$ cat config.mk
export PLATFORM = sky130hd
export DESIGN_NAME = led_sequencer_flat
export DESIGN_NICKNAME = d
export VERILOG_FILES = /design/src/rtl/led_sequencer_pkg.sv /design/src/rtl/led_sequencer_if.sv /design/src/rtl/button_debounce.sv /design/src/rtl/led_sequencer.sv /design/src/flat_wrapper.sv
export SDC_FILE = /design/constraint.sdc
export NUM_CORES = 1
export LEC_CHECK = 0
export ABC_AREA = 1
export BUFFER_PORTS_ARGS = -buffer_cell sky130_fd_sc_hd__clkbuf_2
export CAP_MARGIN = 20
export CORE_AREA = 2 2 117 119
export DETAILED_ROUTE_END_ITERATION = 7
export DIE_AREA = 0 0 119 121
export PLACE_DENSITY = 0.53
export SKIP_CTS_REPAIR_TIMING = 1
export SYNTH_ARGS = -nofsm -noshare
export SYNTH_HDL_FRONTEND = slang
export SYNTH_SLANG_ARGS = --single-unit
$ cat constraint.sdc
create_clock -name clock -period 1.4 [get_ports clock]
set_input_delay 0.07 -clock clock [delete_from_list [all_inputs] [get_ports clock]]
set_output_delay 0.07 -clock clock [all_outputs]
set_load 0.05 [all_outputs]
$ cat src/rtl/led_sequencer_pkg.sv
// Shared encodings for the LED sequencer: operating modes, colors and the
// color rotation order used by both manual stepping and auto rotation.
package led_sequencer_pkg;

  typedef enum logic [1:0] {
    MODE_OFF    = 2'd0,
    MODE_MANUAL = 2'd1,
    MODE_AUTO   = 2'd2
  } mode_e;

  typedef enum logic [1:0] {
    COLOR_RED   = 2'd0,
    COLOR_GREEN = 2'd1,
    COLOR_BLUE  = 2'd2
  } color_e;

  function automatic color_e nextColor(input color_e c);
    case (c)
      COLOR_RED:   nextColor = COLOR_GREEN;
      COLOR_GREEN: nextColor = COLOR_BLUE;
      default:     nextColor = COLOR_RED;
    endcase
  endfunction

endpackage

$ cat src/rtl/led_sequencer_if.sv
// Board-side bundle of the sequencer: raw push-buttons in, RGB LEDs and mode out.
// The board wrapper (or bench) is the master; the sequencer is the slave.
interface led_sequencer_if;
  import led_sequencer_pkg::*;

  logic  push_button0;
  logic  push_button1;
  logic  led_red;
  logic  led_green;
  logic  led_blue;
  mode_e mode;

  modport master (
    output push_button0, push_button1,
    input  led_red, led_green, led_blue, mode
  );

  modport slave (
    input  push_button0, push_button1,
    output led_red, led_green, led_blue, mode
  );

endinterface

$ cat src/rtl/button_debounce.sv
// Two-flop synchronizer, level debouncer and registered press pulse for one
// bouncing active-high button; releases produce no pulse.
module button_debounce #(
  parameter int DEBOUNCE_CYCLES = 250000
) (
  input  logic clock,
  input  logic reset_n,
  input  logic raw_i,
  output logic press_o
);

  localparam int CW = (DEBOUNCE_CYCLES > 2) ? $clog2(DEBOUNCE_CYCLES) : 1;
  localparam logic [CW-1:0] COUNT_LAST = CW'(DEBOUNCE_CYCLES - 1);

  logic          syncMeta_q;
  logic          syncLevel_q;
  logic          level_q, level_d;
  logic          levelPrev_q;
  logic          press_q;
  logic [CW-1:0] count_q, count_d;

  // Any cycle where the synchronized level agrees with the accepted one
  // restarts the stability count from zero.
  always_comb begin
    count_d = '0;
    level_d = level_q;
    if (syncLevel_q != level_q) begin
      if (count_q == COUNT_LAST) begin
        level_d = syncLevel_q;
      end else begin
        count_d = count_q + CW'(1);
      end
    end
  end

  always_ff @(posedge clock or negedge reset_n) begin
    if (!reset_n) begin
      syncMeta_q  <= 1'b0;
      syncLevel_q <= 1'b0;
      level_q     <= 1'b0;
      levelPrev_q <= 1'b0;
      press_q     <= 1'b0;
      count_q     <= '0;
    end else begin
      syncMeta_q  <= raw_i;
      syncLevel_q <= syncMeta_q;
      level_q     <= level_d;
      levelPrev_q <= level_q;
      press_q     <= level_q & ~levelPrev_q;
      count_q     <= count_d;
    end
  end

  assign press_o = press_q;

endmodule

$ cat src/rtl/led_sequencer.sv
// Button-driven RGB LED sequencer: OFF / MANUAL color step / AUTO rotation,
// with the single active color driven through a PWM brightness stage.
module led_sequencer
  import led_sequencer_pkg::*;
#(
  parameter int DEBOUNCE_CYCLES = 250000,
  parameter int STEP_CYCLES     = 12500000,
  parameter int PWM_BITS        = 4
) (
  input logic            clock,
  input logic            reset_n,
  led_sequencer_if.slave bus
);

  localparam int TW = (STEP_CYCLES > 2) ? $clog2(STEP_CYCLES) : 1;
  localparam logic [TW-1:0]     TIMER_LAST  = TW'(STEP_CYCLES - 1);
  localparam logic [PWM_BITS:0] BRIGHT_FULL = {1'b1, {PWM_BITS{1'b0}}};
  localparam logic [PWM_BITS:0] BRIGHT_MIN  = {{PWM_BITS{1'b0}}, 1'b1};

  logic press0;
  logic press1;

  mode_e                mode_q, mode_d;
  color_e               color_q, color_d;
  logic [PWM_BITS:0]    bright_q, bright_d;
  logic [TW-1:0]        timer_q, timer_d;
  logic [PWM_BITS-1:0]  pwm_q;
  logic [2:0]           led_q, led_d;
  logic                 ledOn;

  button_debounce #(.DEBOUNCE_CYCLES(DEBOUNCE_CYCLES)) u_debounce0 (
    .clock   (clock),
    .reset_n (reset_n),
    .raw_i   (bus.push_button0),
    .press_o (press0)
  );

  button_debounce #(.DEBOUNCE_CYCLES(DEBOUNCE_CYCLES)) u_debounce1 (
    .clock   (clock),
    .reset_n (reset_n),
    .raw_i   (bus.push_button1),
    .press_o (press1)
  );

  // press1 always wins a same-cycle collision, so press0 is only looked at
  // when press1 is idle.
  always_comb begin
    mode_d   = mode_q;
    color_d  = color_q;
    bright_d = bright_q;
    timer_d  = '0;
    case (mode_q)
      MODE_OFF: begin
        if (press1) mode_d = MODE_MANUAL;
      end
      MODE_MANUAL: begin
        if (press1) begin
          mode_d = MODE_AUTO;
        end else if (press0) begin
          color_d = nextColor(color_q);
        end
      end
      MODE_AUTO: begin
        if (press1) begin
          mode_d   = MODE_OFF;
          color_d  = COLOR_RED;
          bright_d = BRIGHT_FULL;
        end else begin
          if (timer_q == TIMER_LAST) begin
            color_d = nextColor(color_q);
          end else begin
            timer_d = timer_q + TW'(1);
          end
          if (press0) begin
            bright_d = (bright_q == BRIGHT_MIN) ? BRIGHT_FULL : (bright_q >> 1);
          end
        end
      end
      default: mode_d = MODE_OFF;
    endcase
  end

  // Brightness 2^PWM_BITS exceeds every counter value, giving a steady level.
  always_comb begin
    led_d = 3'b000;
    ledOn = (mode_q != MODE_OFF) && ({1'b0, pwm_q} < bright_q);
    if (ledOn) begin
      case (color_q)
        COLOR_RED:   led_d = 3'b001;
        COLOR_GREEN: led_d = 3'b010;
        COLOR_BLUE:  led_d = 3'b100;
        default:     led_d = 3'b000;
      endcase
    end
  end

  always_ff @(posedge clock or negedge reset_n) begin
    if (!reset_n) begin
      mode_q   <= MODE_OFF;
      color_q  <= COLOR_RED;
      bright_q <= BRIGHT_FULL;
      timer_q  <= '0;
      pwm_q    <= '0;
      led_q    <= 3'b000;
    end else begin
      mode_q   <= mode_d;
      color_q  <= color_d;
      bright_q <= bright_d;
      timer_q  <= timer_d;
      pwm_q    <= pwm_q + PWM_BITS'(1);
      led_q    <= led_d;
    end
  end

  assign bus.led_red   = led_q[0];
  assign bus.led_green = led_q[1];
  assign bus.led_blue  = led_q[2];
  assign bus.mode      = mode_q;

endmodule

$ cat src/flat_wrapper.sv
// flat-port wrapper written by rule: the top's interface ports become plain ports
module led_sequencer_flat import led_sequencer_pkg::*;
#(
  parameter int DEBOUNCE_CYCLES = 250000,
  parameter int STEP_CYCLES     = 12500000,
  parameter int PWM_BITS        = 4
)
  (clock, reset_n, bus_push_button0, bus_push_button1, bus_led_red, bus_led_green, bus_led_blue, bus_mode);
  led_sequencer_if bus_i ();
  input logic clock;
  input logic reset_n;
  input wire logic [$bits(bus_i.push_button0)-1:0] bus_push_button0;
  input wire logic [$bits(bus_i.push_button1)-1:0] bus_push_button1;
  output wire logic [$bits(bus_i.led_red)-1:0] bus_led_red;
  output wire logic [$bits(bus_i.led_green)-1:0] bus_led_green;
  output wire logic [$bits(bus_i.led_blue)-1:0] bus_led_blue;
  output wire logic [$bits(bus_i.mode)-1:0] bus_mode;
  assign bus_i.push_button0 = bus_push_button0;
  assign bus_i.push_button1 = bus_push_button1;
  assign bus_led_red = bus_i.led_red;
  assign bus_led_green = bus_i.led_green;
  assign bus_led_blue = bus_i.led_blue;
  assign bus_mode = bus_i.mode;
  led_sequencer #(.DEBOUNCE_CYCLES(DEBOUNCE_CYCLES), .STEP_CYCLES(STEP_CYCLES), .PWM_BITS(PWM_BITS)) u_core (.clock(clock), .reset_n(reset_n), .bus(bus_i));
endmodule
Yosys cells after proc, flatten, opt, wreduce, memory -nomap -nowiden:

Cells that the tools add are included.

* input bits: 4
* output and inout port bits: 5
* bits in registers: 86
* word-level logic and storage cells: 76

* reductions and logical operators: 11
* eq/ne operators: 16
* mux-type cells: 22
* $add $sub $neg: 4
* order comparisons: 1
* bitwise gates (word level): 4

Operators with widths (count)
* $mux 18: 4
* $mux 24: 3
* $add 18x1->18 const B: 2
* $eq 18x18->1 const B: 2
* $add 24x1->24 const B: 1
* $eq 24x24->1 const B: 1
* $mux 5: 3
* $mux 2: 7
* $ne 2x2->1 const B: 5
* $pmux 3 s3: 1
* $pmux 2 s2: 2
* $pmux 2 s3: 1
* $reduce_and 2->1: 3
* $reduce_bool 2->1: 3
* $eq 5x1->1 const B: 1
* $lt 4x5->1: 1
* $add 4x1->4 const B: 1
* $eq 2x1->1 const B: 2
* $eq 2x2->1 const B: 2
* $logic_not 2->1: 2
* $reduce_and 4->1: 1
* $mux 3: 1
* $ne 3x2->1 const B: 1
* $reduce_and 3->1: 1
* 4 further kinds: 7

Longest topological paths before layout:

Gate-level depths: netlist of the first run.

* depth after elaboration: 5
* depth in mapped cells: 10
* mapped depth without buffers: 9

Modules after synthesis:

A second synthesis of the first run with hierarchy kept.

* cells, all modules: 590
* area total of the unflattened synthesis: 4561.9 um^2

By module, submodules not included
* button_debounce: area an instance 1173.6 um^2, sequential area each 575.6 um^2, times used 2, cells an instance 142
* led_sequencer: area an instance 2214.6 um^2, sequential area each 1002.2 um^2, times used 1, cells an instance 306

Worst setup path before layout of the first run:

No wires, ideal clock.

* kind: register -> register
* start point: register u_core.mode_q[0] (netlist: u_core.bus.mode[0])
* end point: register u_core.timer_q[19]
* data required time: 1.329 ns
* clock period less this slack: 1.522 ns
* buffers on the path: 1
* setup time: 0.071 ns
* path slack: -0.122 ns
* arrival: 1.451 ns
* cell stages (with the launch flop): 9
* path through: dfrtp_1 -> inv_1 -> nand2_2 -> nor2_1 -> nand2_2 -> inv_2 -> buf_4 -> nand2_1 -> nor2_1

* word-level cells in the longest chain between the ends: 2

Ends and longest elaborated chain
* from (decl): RTL line led_sequencer.sv:23 `mode_e mode_q, mode_d;`
* from (signal assigned): RTL line led_sequencer.sv:106 `mode_q <= mode_d;`
* $eq 2x2->1: RTL line led_sequencer.sv:52 `case (mode_q)`
* $mux 24: RTL line led_sequencer.sv:52
* named net u_core.timer_d[19]: RTL line led_sequencer.sv:26 `logic [TW-1:0] timer_q, timer_d;`
* to (signal assigned): RTL line led_sequencer.sv:109 `timer_q <= timer_d;`
* to (decl): RTL line led_sequencer.sv:26

The timed path passes the listed nets, and every way through them passes these cells.
A chain may end at the register's enable or synchronous reset.

Worst setup path after layout of the first run:

* start point: register u_core.u_debounce0.count_q[1]
* end point: register u_core.u_debounce0.count_q[14]

* word-level cells in the longest chain between the ends: 3
* elaborated cells on any way between the ends: 4
* classes of those cells: add/sub: 1; eq/ne: 1; mux: 2

Ends and longest elaborated chain
* from (decl): RTL line button_debounce.sv:20 `logic [CW-1:0] count_q, count_d;`
* from (signal assigned): RTL line button_debounce.sv:50 `count_q <= count_d;`
* $add 18x1->18 or $eq 18x18->1 (tied branches): RTL line button_debounce.sv:31, button_debounce.sv:28
* $mux 18 *: RTL line button_debounce.sv:28 `if (count_q == COUNT_LAST) begin`
* $mux 18 *: RTL line button_debounce.sv:27 `if (syncLevel_q != level_q) begin`
* named net u_core.u_debounce0.count_d[14]: RTL line button_debounce.sv:20

Mark *: on every way through the listed nets, which the timed path passes. The rest lies on a longest branch.

==> flow_summary.json, run 1 <==
{
  "maxCapViolCount": 0,
  "boundaryPins": 9,
  "area_growth_pct": 32.2,
  "start_kind": "register",
  "synth_area_leaders": "dfrtp_1, nor2_1, nand2_1",
  "crit_path_max_fanout": 5,
  "clkSlewWorstSetupHoldPaths_ns": 0.07,
  "rows": 42,
  "final_area_um2": 5990,
  "fillers": 1256,
  "cts_sinks": 86,
  "register_area_um2": 2160,
  "core_region_area_um2": 13100,
  "chipWidth_um": 119,
  "worstReg2RegStart": "u_core.u_debounce0.count_q[1]",
  "clkLatencyLatePin_ns": 0.34,
  "grt_pass1_wl_um": 17300,
  "setup_ws_ns": -0.0700,
  "clock_path_buffers": 2,
  "slew_headroom_pct": 75.6,
  "arrival_ns": 1.70,
  "layout-drive-gt1-share_pct": 26.8,
  "violations": "negative setup slack",
  "final.min_clock_period_ns": 1.47,
  "ys_seq_area_share_pct": 47.5,
  "status": "complete, but fails checks",
  "setup_viol": 14,
  "die_h_um": 121,
  "syn_area_per_cell_um2": 7.54,
  "htree_levels": 3,
  "netlist.area_leader.share_pct": 46.9,
  "dieArea_um2": 14400,
  "crit_path_end_kind": "register",
  "dpl_cell_area_um2": 5110,
  "ant_nets": 0,
  "power_density_nw_per_um2": 859,
  "irDropWorstVdd_uv": 662,
  "ys_types": 30,
  "synth_nets": 612,
  "ys_seq_elements": 86,
  "synth_cells": 601,
  "place_congestion": 0.851,
  "worst_slew_pin_slew_ns": 0.363,
  "reg2reg_slack_ns": -0.07,
  "io_buffers": 8,
  "hold_viol_final": 0,
  "antenna_cells": 0,
  "final_net_count": 686,
  "drt_first_pass_iters": 5,
  "grt_max_degree": 35,
  "drt_iter0_drc": 191,
  "wirelength_um": 10300,
  "synthesis.area_um2": 4530,
  "grtUsageTotal_pct": 15.0,
  "overflow": 0,
  "hold_path.class": "in2async",
  "num_vias": 3982,
  "grt_pass1_vias": 3779,
  "fmax_mhz": 680,
  "r2r-end": "u_core.u_debounce0.count_q[14]",
  "placed_cells": 822,
  "cts_tree": "done",
  "total_leakage_power_nw": 2.65,
  "vias_per_cell": 4.65,
  "numCtsBuffers": 9,
  "synth_top_area_cell": "dfrtp_1",
  "hpwl_um": 7290,
  "wire_per_inst_um": 12.0,
  "fin_cells": 856,
  "start_util_pct": 34.6,
  "drc": 0,
  "worst-setup-path-type": "reg2reg",
  "maxSlewViolCount": 0,
  "antenna_found_initial": 0,
  "cp_data_required_time_ns": 1.63,
  "ys.warnings.count": 0,
  "multi_input_area_um2": 2460,
  "fin_crit_sh_pct": 105,
  "reg2regPathDepth": 8,
  "rsz0062_at_grt": "true",
  "clock_skew_ns": 0.00862,
  "cts_root_buffer": "clkbuf_16"
}
## cell type report
type                       instances  area share, %
clock inverter                     7           1.36
tap                              176           3.67
inverter                          76           4.89
timing repair buffer              65           9.19
clock buffer                       9           3.76
sequential                        86           36.1
multi-input combinational        437           41.0
## synthesized netlist by cell type
| cell type | number |
|---|---|
| xnor2_1 | 6 |
| nand4_1 | 12 |
| nand2_2 | 5 |
| o21ai_0 | 10 |
| o21ai_2 | 2 |
| nor3b_2 | 1 |
| nor2_1 | 145 |
| nor2_2 | 6 |
| o2111ai_1 | 1 |
| o22ai_1 | 2 |
| ha_1 | 7 |
| nand3_2 | 3 |
| and2_1 | 3 |
| nor3_2 | 2 |
| a21oi_1 | 9 |
| o21bai_1 | 3 |
| nor3b_1 | 1 |
| xor2_1 | 16 |
| or2_2 | 1 |
| dfstp_2 | 1 |
| nand2_1 | 139 |
| nand3b_1 | 3 |
| nor2_4 | 2 |
| nor3_1 | 18 |
| buf_4 | 2 |
| a31oi_1 | 2 |
| nand3_1 | 38 |
| inv_1 | 73 |
| inv_2 | 3 |
| dfrtp_1 | 85 |
## critical path: stages, from the launching register on
cell,delay [ns]
dfrtp_1,0.38
ha_2,0.22
nand3_4,0.10
inv_2,0.08
nand4_1,0.16
nor2_2,0.22
nor2_4,0.08
nand2_1,0.07
nor2_1,0.04
## worst max-delay path by stage
| stage | start | endpoint | slack, ns | depth (start not counted) |
|---|---|---|---|---|
| after global routing | u_core.u_debounce0.count_q[1] | u_core.u_debounce0.count_q[13] | -0.16 | 8 |
| after CTS | u_core.u_debounce0.count_q[1] | u_core.u_debounce0.count_q[14] | -0.1 | 8 |
| after detailed placement | u_core.u_debounce0.count_q[1] | u_core.u_debounce0.count_q[14] | -0.08 | 8 |
| after global placement | u_core.timer_q[10] | u_core.timer_q[20] | -0.02 | 7 |
| final | u_core.u_debounce0.count_q[1] | u_core.u_debounce0.count_q[14] | -0.07 | 8 |
| after floorplan | u_core.u_debounce0.count_q[0] | u_core.u_debounce0.count_q[13] | 0.01 | 8 |
## cells by family after synthesis
group	count (synthesis)	synth area share [%]
compound gates	29	3.73
xor+xnor	22	4.25
fa+ha+maj	7	1.93
buf+inv	78	6.62
flops	86	47.5
simple gates	379	36.0
## state kept, by name (all words and copies together), names as in the netlist, 2 cells and up
name                        cells
u_core.led_q                    3
u_core.u_debounce0.count_q     18
u_core.bright_q                 5
u_core.timer_q                 24
u_core.bus.mode                 2
u_core.color_q                  2
u_core.pwm_q                    4
u_core.u_debounce1.count_q     18
## report_power, final
group | switching, mW | internal [mW]
Sequential | 0.0200 | 2.50
Combinational | 0.104 | 0.0634
Clock | 1.05 | 1.40
## through the flow
stage | util, % | TNS [ns] | hold slack, ns | power (mW) | setup slack [ns]
final | 45.8 | -0.404 | 0.164 | 5.15 | -0.0700
after detailed placement | 39.1 | -0.589 | -0.0104 | 2.72 | -0.0801
after global placement | 39.1 | -0.0453 | -0.0142 | 2.72 | -0.0199
after CTS | 41.4 | -0.827 | -0.381 | 5.20 | -0.0963
after global routing | 45.8 | -3.89 | 0.193 | 5.33 | -0.156
after floorplan | - | 0 | -0.226 | 2.61 | 0.0130
## layout by cell type, fill, tap and decap left out, types with 3 or more instances in the layout
| master | Yosys | routed |
|---|---|---|
| clkbuf_16 | 0 | 10 |
| nand3b_1 | 3 | 3 |
| nand2_1 | 139 | 125 |
| nand3_1 | 38 | 28 |
| nor3_2 | 2 | 10 |
| xor2_1 | 16 | 14 |
| xnor2_1 | 6 | 6 |
| nor2_2 | 6 | 20 |
| dfrtp_1 | 85 | 77 |
| clkinvlp_4 | 0 | 3 |
| o21bai_1 | 3 | 3 |
| nand2_4 | 0 | 3 |
| inv_2 | 3 | 5 |
| ha_1 | 7 | 4 |
| clkbuf_2 | 0 | 7 |
| nand2_2 | 5 | 16 |
| a21oi_1 | 9 | 9 |
| buf_4 | 2 | 45 |
| buf_6 | 0 | 6 |
| nor2_4 | 2 | 14 |
| nor3_1 | 18 | 8 |
| nand3_4 | 0 | 4 |
| dlygate4sd3_1 | 0 | 3 |
| nor2_1 | 145 | 119 |
| nand4_1 | 12 | 12 |
| o21ai_0 | 10 | 9 |
| inv_1 | 73 | 70 |
| nand3_2 | 3 | 9 |
| and2_1 | 3 | 3 |
| dfrtp_2 | 0 | 8 |
## per-layer routing
metal,vias up,track usage (%),part of all wire (%),wire length [um]
met5,-,0,0,0
met4,0,4.09,1.5,150
met3,15,4.14,2.9,294
met2,60,25.1,48,4950
met1,1877,19.0,48,4910
li1,2030,-,-,-
No activity file was read; power rests on OpenSTA's default activity.
==> inputs of run 2 (changes only) <==
Settings changed: ABC_AREA 1 to not set, CORE_AREA 2 2 117 119 to 2 2 110 112, DIE_AREA 0 0 119 121 to 0 0 112 114, GPL_ROUTABILITY_DRIVEN set to 0.
==> run 2 against run 1 <==
  * The flow still finishes with violations (negative setup slack)
  * Clock skew is essentially flat
  * Non-clock buffer count rose by 37
  * First-iteration DRC count shrank 41%
  * Largest cell class is now flip-flops and latches
==> flow_summary.json, run 2 <==
{
  "grt_pass1_wl_um": 14100,
  "cts_sinks": 86,
  "antenna_found_initial": 0,
  "rsz0062_at_grt": "true",
  "worst_path_max_delay_cell": "or4_4",
  "rows": 40,
  "clkLatencyLatePin_ns": 0.35,
  "p_total_mw": 4.97,
  "synthesis.area_um2": 3990,
  "yosysMostFrequentCell": "dfrtp_1",
  "antenna_cells": 0,
  "slew_headroom_pct": 72.8,
  "final.min_clock_period_ns": 1.75,
  "crit_path_end_kind": "register",
  "clock_skew_ns": 0.00907,
  "die_h_um": 114,
  "cts_root_buffer": "clkbuf_16",
  "fin_crit_sh_pct": 125,
  "htree_levels": 3,
  "synth_nets": 399,
  "setup_viol": 63,
  "syn_area_per_cell_um2": 10.3,
  "synth_common_cells": "dfrtp_1, nor2_1, xnor2_1, nand2_1, xor2_1",
  "hpwl_um": 5510,
  "start_util_pct": 34.1,
  "area_growth_pct": 41.4,
  "vias_per_cell": 4.72,
  "dieArea_um2": 12800,
  "ys_seq_elements": 86,
  "ys_types": 40,
  "most-common-layout-cells": "dfrtp_1, buf_4, nor2_2, xnor2_1, nor2_1",
  "arrival_ns": 1.98,
  "synth_area_leaders": "dfrtp_1, xnor2_1, nor2_1",
  "violations": "negative setup slack",
  "dpl_cell_area_um2": 4910,
  "setup_ws_ns": -0.345,
  "drc": 0,
  "wire_per_inst_um": 13.0,
  "largest_reg_flops": 24,
  "final_area_um2": 5640,
  "grtUsageTotal_pct": 13.6,
  "power_density_nw_per_um2": 881,
  "top_regs": "u_core.timer_q x24, u_core.u_debounce0.count_q x18, u_core.u_debounce1.count_q x18",
  "synth_flop_cell": "dfrtp_1",
  "synth_top_area_cell": "dfrtp_1",
  "layout_commonest_cell": "dfrtp_1",
  "final_net_count": 505,
  "clock_path_buffers": 2,
  "total_leakage_power_nw": 2.46,
  "worst_slew_pin_slew_ns": 0.407,
  "drt_iter0_drc": 112,
  "layout-drive-gt1-share_pct": 40.7,
  "maxCapViolCount": 0,
  "start_kind": "register",
  "synth_cells": 388,
  "fmax_mhz": 573,
  "overflow": 0,
  "core_region_area_um2": 11700,
  "hold_path.class": "in2async",
  "cts_tree": "done",
  "grt_max_degree": 33,
  "irDropWorstVdd_uv": 554,
  "regMostFlops": "u_core.timer_q",
  "status": "complete, but fails checks",
  "netlist.area_leader.share_pct": 53.3,
  "numCtsBuffers": 9,
  "crit_path_max_fanout": 11,
  "synth_edf_count": 0,
  "ant_nets": 0,
  "grt_pass1_vias": 3071,
  "clkSlewWorstSetupHoldPaths_ns": 0.06,
  "wirelength_um": 8370,
  "hold_viol_final": 0,
  "io_buffers": 8,
  "maxSlewViolCount": 0,
  "chipWidth_um": 112,
  "async_reset_ff_share_pct": 100,
  "boundaryPins": 9,
  "detailedPlace.worstSlack_ns": -0.394,
  "ys_seq_area_share_pct": 54.0,
  "cp_cell_sequence": "ha_2, and4_4, nand2_2, or4_4, nand2_8, buf_12, nor2_1",
  "max_stage_delay_ns": 0.53,
  "worst-setup-path-type": "reg2reg",
  "drt_first_pass_iters": 4,
  "ys.warnings.count": 0,
  "cp_data_required_time_ns": 1.63,
  "num_vias": 3049
}
==> run 2: report_power, final <==
group	switching (mW)	total, mW	internal [mW]
Combinational	0.109	0.191	0.0820
Sequential	0.0156	2.52	2.50
Clock	1.04	2.25	1.22
==> run 2: stage by stage <==
step	std cells	utilization, %	TNS [ns]	hold WS, ns
global placement	617	41.9	-13.10	0.0239
floorplan	388	-	-10.68	-0.226
global route	646	48.2	-20.31	0.218
detailed placement	617	41.9	-15.45	0.0204
finish	646	48.2	-14.58	0.191
CTS	633	44.3	-16.12	-0.351
==> run 2: path summary, 6_finish.rpt <==
kind | depth (start not counted) | start | endpoint | slack (ns)
setup / recovery | 7 | u_core.timer_q[1] | u_core.timer_q[11] | -0.35
hold / removal | 2 | reset_n | u_core.pwm_q[2] | 0.19
setup reg to reg | 7 | u_core.timer_q[1] | u_core.timer_q[11] | -0.35
hold reg to reg | 0 | u_core.u_debounce1.syncMeta_q | u_core.u_debounce1.syncLevel_q | 0.35
max in group asynchronous | 3 | reset_n | u_core.u_debounce1.count_q[15] | 0.71
min in group clock | 0 | u_core.u_debounce1.syncMeta_q | u_core.u_debounce1.syncLevel_q | 0.35
==> run 2: final cells by class <==
cell class | instances | area, um^2
Tap cell | 147 | 184
Clock buffer | 9 | 225
Multi-Input combinational cell | 282 | 2100
Sequential cell | 86 | 2160
Inverter | 13 | 48.8
Fill cell | 1075 | 6070
Clock inverter | 7 | 56.3
Timing Repair Buffer | 102 | 872
==> run 2: cell families after synthesis <==
logic type,synth area share (%)
xor+xnor,13.0
fa+ha+maj,2.20
buf+inv,2.82
compound gates,2.48
flops,54.0
mux,0.565
simple gates,25.0
==> run 2: routing by layer <==
metal / up-vias / global-route usage (%) / wire (um)
met5: - / 0 / 0
met4: 0 / 6.83 / 175
met3: 11 / 2.44 / 199
met2: 28 / 21.9 / 4000
met1: 1480 / 17.9 / 4000
li1: 1530 / - / -
==> run 2: critical path, delay by kind of cell (launching register included) <==
| family | cells | cell delay, ns |
|---|---|---|
| AND/OR/NAND/NOR | 5 | 0.96 |
| flip-flops | 1 | 0.35 |
| adder cells (fa/ha/maj) | 1 | 0.18 |
| buffers and inverters | 1 | 0.13 |
